File: src/rtl/dmem_arbiter.sv
// Shares the single-port data memory between the CPU load/store port and the
// loader/debug port, stalling the CPU while it waits for the memory.
module dmem_arbiter #(
    parameter int ADDR_W   = 14,
    parameter int DATA_W   = 32,
    parameter int MAX_WAIT = 4
) (
    input  logic              clk,
    input  logic              rst,
    input  logic              cpu_req,
    input  logic              cpu_we,
    input  logic [31:0]       cpu_addr,
    input  logic [DATA_W-1:0] cpu_wdata,
    output logic              cpu_stall,
    output logic [DATA_W-1:0] cpu_rdata,
    output logic              cpu_rvalid,
    input  logic              ld_req,
    input  logic              ld_we,
    input  logic [ADDR_W-1:0] ld_addr,
    input  logic [DATA_W-1:0] ld_wdata,
    output logic              ld_gnt,
    output logic [DATA_W-1:0] ld_rdata,
    output logic              ld_rvalid,
    output logic              mem_en,
    output logic              mem_we,
    output logic [ADDR_W-1:0] mem_addr,
    output logic [DATA_W-1:0] mem_wdata,
    input  logic [DATA_W-1:0] mem_rdata
);

    localparam int              CNT_W      = $clog2(MAX_WAIT + 1);
    localparam logic [CNT_W-1:0] WAIT_LIMIT = CNT_W'(MAX_WAIT);

    localparam logic [1:0] IDLE   = 2'd0;
    localparam logic [1:0] CPU_RD = 2'd1;
    localparam logic [1:0] LD_RD  = 2'd2;

    logic [1:0]        state, state_nxt;
    logic [CNT_W-1:0]  wait_cnt;
    logic              arb_ok, cpu_win, ld_win;
    logic [ADDR_W-1:0] cpu_word;
    logic              unused_addr_bits;

    // Byte address to word index; upper bits wrap by being dropped.
    assign cpu_word         = cpu_addr[ADDR_W+1:2];
    assign unused_addr_bits = ^{cpu_addr[31:ADDR_W+2], cpu_addr[1:0]};

    always_comb begin
        // NOTE: every combinational output gets a default first so no path leaves it unassigned (no latch).
        mem_en     = 1'b0;
        mem_we     = 1'b0;
        mem_addr   = '0;
        mem_wdata  = '0;
        state_nxt  = IDLE;

        // Arbitration only happens in IDLE and is suppressed while reset is held.
        arb_ok  = rst && (state == IDLE);
        ld_win  = arb_ok && ld_req && ((wait_cnt == WAIT_LIMIT) || !cpu_req);
        cpu_win = arb_ok && cpu_req && !ld_win;

        if (cpu_win) begin
            mem_en    = 1'b1;
            mem_we    = cpu_we;
            mem_addr  = cpu_word;
            mem_wdata = cpu_wdata;
        end else if (ld_win) begin
            mem_en    = 1'b1;
            mem_we    = ld_we;
            mem_addr  = ld_addr;
            mem_wdata = ld_wdata;
        end

        if (cpu_win && !cpu_we) begin
            state_nxt = CPU_RD;
        end else if (ld_win && !ld_we) begin
            state_nxt = LD_RD;
        end

        ld_gnt     = ld_win;
        cpu_rvalid = rst && (state == CPU_RD);
        ld_rvalid  = rst && (state == LD_RD);
        cpu_rdata  = cpu_rvalid ? mem_rdata : '0;
        ld_rdata   = ld_rvalid  ? mem_rdata : '0;
        cpu_stall  = cpu_req && !cpu_rvalid && !(cpu_win && cpu_we);
    end

    always_ff @(posedge clk) begin
        // NOTE: sequential state uses non-blocking assignments so all flops update from pre-edge values.
        if (!rst) begin
            state    <= IDLE;
            wait_cnt <= '0;
        end else begin
            state <= state_nxt;
            if (ld_req && !ld_win) begin
                wait_cnt <= (wait_cnt == WAIT_LIMIT) ? wait_cnt : wait_cnt + CNT_W'(1);
            end else begin
                wait_cnt <= '0;
            end
        end
    end

endmodule

File: config.mk
export PLATFORM = sky130hd
export DESIGN_NAME = dmem_arbiter
export DESIGN_NICKNAME = d
export VERILOG_FILES = /design/src/rtl/dmem_arbiter.sv
export SDC_FILE = /design/constraint.sdc
export NUM_CORES = 1
export LEC_CHECK = 0
export ABC_CLOCK_PERIOD_IN_PS = 4170
export CORE_AREA = 2 2 101 103
export CTS_BUF_LIST = sky130_fd_sc_hd__clkbuf_2
export CTS_CLUSTER_SIZE = 12
export DETAILED_ROUTE_END_ITERATION = 6
export DIE_AREA = 0 0 103 105
export GPL_ROUTABILITY_DRIVEN = 0
export PLACE_DENSITY = 0.75
export SYNTH_ARGS = -nofsm -noshare
export SYNTH_HDL_FRONTEND = slang
export SYNTH_SLANG_ARGS = --single-unit
File: constraint.sdc
create_clock -name clk -period 4.17 [get_ports clk]
set_input_delay 0.417 -clock clk [delete_from_list [all_inputs] [get_ports clk]]
set_output_delay 0.417 -clock clk [all_outputs]
set_load 0.02 [all_outputs]
==> impl_metrics.ini <==
[setup_path]
critPathMaxStageDelay_ps = 640
critical_path.most_common_cell = clkdlybuf4s50_1
worst_setup_path_start_kind = input pin
critPathArrivalTime_ps = 2910
critPathSlowestCell = clkdlybuf4s50_1
crit_required_ps = 3750
worstPathMaxFanout = 17
critPathTopFamily = buffers and inverters
crit_chain = clkdlybuf4s50_1, nand2_2, a2111oi_4, buf_4, mux2i_1, clkdlybuf4s50_1
path_buf_inv = 3
criticalPathCategory = input pin to output pin
cp-end-kind = output pin

[power_and_ir_drop]
power.leakage_nw = 1.71
comb_power_share_pct = 77.3
p_per_area_mw_per_mm2 = 102
p_int_w = 0.000277
clkPwrFrac_pct = 10.7
p_switching_w = 0.000150
p_seq_share_pct = 12.0
ir_drop_v = 0.0000444
p_total_w = 0.000427
swShare_pct = 35.2

[yosys]
synth_top_area_share_pct = 28.8
synth-edff-count = 0
syn_area_mm2 = 0.00167
yosysTopAreaCell = mux2i_1
postSynthAreaPerCell_um2 = 6.67
seq_area_frac_synth_pct = 6.01
ys_ff_latch = 5
synth_cell_types = 23
async_flop_share_pct = 0
ys.flop_type = dfxtp_1
netlist_instances = 250
yosysWarnings = 0
synth_nets = 400
synth_area_leaders = mux2i_1 (29%), and2_1 (24%), inv_1 (11%)

[die]
die_w_um = 103
rows = 36
dieHeight_um = 105
ios = 264
core_area_mm2 = 0.00964
start_util_pct = 17.3
die_area_mm2 = 0.0108

[global_route]
grt_util_met3_pct = 3.21
grt_pass1_wl_mm = 10.9
use_met1_pct = 12.0
grt_pass1_vias = 2298
busiest_layer = met2
antenna_found_initial = 0
use_met2_pct = 25.8
grt_usage_pct = 12.5
grt_max_degree = 35
gr-total-overflow = 0

[clock_network]
cts_resized = 0
clkTransAtPathRegs_ps = 60
cts_hold_buf = 0
clockRootBuffer = clkbuf_2
ctsLongestPathBuffers = 2
cts_sinks = 5
htreeDepth = 1
clkLatencyLatePin_ps = 220
cts_setup_buffers = 0
cts_tree = done
cts_buffers = 3

[detailed_routing]
drt_iter0_drc = 50
drc = 0
firstDrtPassIters = 4
ant_nets = 0
num_vias = 2421
routedWlPerCell_um = 12.0
wirelength_mm = 7.43
viasPerCell = 3.90

[placed_design]
place_hpwl_mm = 6.42
port_buffers = 245

[finish]
utilization_pct = 43.5
fin_nets = 638
num-fill-cells = 989
n_antenna_cell = 0
syn2layout_area_growth_pct = 152
drive_above_1_share_pct = 3.29

[sta]
hold_violations = 0
finalSetupViolCount = 0
timing.final.crit_share_pct = 79.7
worst_pin_slew_ps = 597
fmax_mhz = 301
skew_ps = 2.19
period_minus_slack_ps = 3330
slew_viol_final = 0
relSlewSlack_pct = 60.2
fin_setup_tns_ps = 0
rsz0062_at_grt = false

[outcome]
status = completed

[hold_path]
hold_class = flip-flop to flip-flop

[job]
maxCapViolCount = 0
## cell families after synthesis
kind of cell | count (synthesis) | share of synthesized area, %
AOI/OAI and AO/OA | 4 | 3.08
xor gates and xnor gates | 1 | 0.526
adders and majority gates | 2 | 1.50
buffers and inverters | 67 | 20.8
DFF | 5 | 6.01
muxes | 48 | 28.8
and+or+nand+nor | 123 | 39.3
## state kept, by name, summed over array words and instances, names as in the netlist
| register | flops |
|---|---|
| wait_cnt | 3 |
| state | 2 |
## worst paths after layout
kind	start	endpoint	slack (ps)	depth (start not counted)
setup / recovery	rst	mem_addr[10]	840	6
hold / removal	wait_cnt[1]$_SDFFE_PN0N_	wait_cnt[1]$_SDFFE_PN0N_	550	2
setup reg to reg	wait_cnt[0]$_SDFFE_PN0N_	state[0]$_SDFF_PN0_	2420	6
hold reg to reg	wait_cnt[1]$_SDFFE_PN0N_	wait_cnt[1]$_SDFFE_PN0N_	550	2
## power groups by stage
stage / Combinational (W) / Clock (W) / Sequential [W]
3_5_place_dp: 0.000333 / 0 / 0.0000522
3_3_place_gp: 0.000329 / 0 / 0.0000520
4_1_cts: 0.000334 / 0.0000483 / 0.0000512
2_1_floorplan: 0.000129 / 0 / 0.0000519
6_report: 0.000330 / 0.0000457 / 0.0000511
5_1_grt: 0.000354 / 0.0000516 / 0.0000513
## routing by layer
layer,part of all wire (%),up-vias
li1,-,1232
met1,35,1050
met2,54,135
met3,11,4
met4,0.40,0
met5,0,-
## synth_stat cells (2+ instances only)
cell type	n
ha_1	2
nand2_2	2
buf_2	2
dfxtp_1	5
and2_1	64
nor3_1	4
inv_1	50
clkbuf_1	8
nand2_1	48
mux2i_1	48
buf_12	5
## cell type report
cell class / instances / area, um^2 / share of cell area [%]
repair buffers: 250 / 2500 / 59.6
multi-input cells: 178 / 1220 / 29.1
inverters: 50 / 188 / 4.47
well taps: 133 / 166 / 3.97
flip-flops and latches: 5 / 100 / 2.39
clock buffers: 4 / 20.0 / 0.477
## worst reg2reg max path: cells and delay by family, from the launching register on
| family | cells | cell delay, ps |
|---|---|---|
| flip-flops | 1 | 330 |
| adder cells (fa/ha/maj) | 1 | 160 |
| AND/OR/NAND/NOR | 2 | 210 |
| AO/OA/AOI/OAI | 1 | 560 |
| buffers and inverters | 2 | 370 |
## placed cells by master, fill, tap and decap left out
master / count
a2111oi_4: 1
and2_1: 64
and3_2: 1
and3b_2: 1
and4bb_2: 1
buf_12: 1
buf_4: 4
clkbuf_2: 4
clkdlybuf4s50_1: 245
dfxtp_1: 5
ha_1: 2
inv_1: 50
mux2i_1: 48
nand2_1: 48
nand2_2: 2
nand3b_1: 1
nor2_1: 1
nor3_1: 4
o21ai_0: 1
o221a_2: 1
o31ai_1: 1
xnor2_1: 1
## stage by stage
| step | area [um^2] | setup WS, ps | hold WS, ps | instances |
|---|---|---|---|---|
| 2_1_floorplan | 1670 | 1990 | 495 | 250 |
| 3_3_place_gp | 4180 | 858 | 525 | 616 |
| 3_5_place_dp | 4180 | 846 | 551 | 616 |
| 4_1_cts | 4200 | 833 | 559 | 620 |
| 5_1_grt | 4200 | 686 | 566 | 620 |
| 6_report | 4200 | 845 | 551 | 620 |
Note: power is estimated with default switching activity, not from simulation.
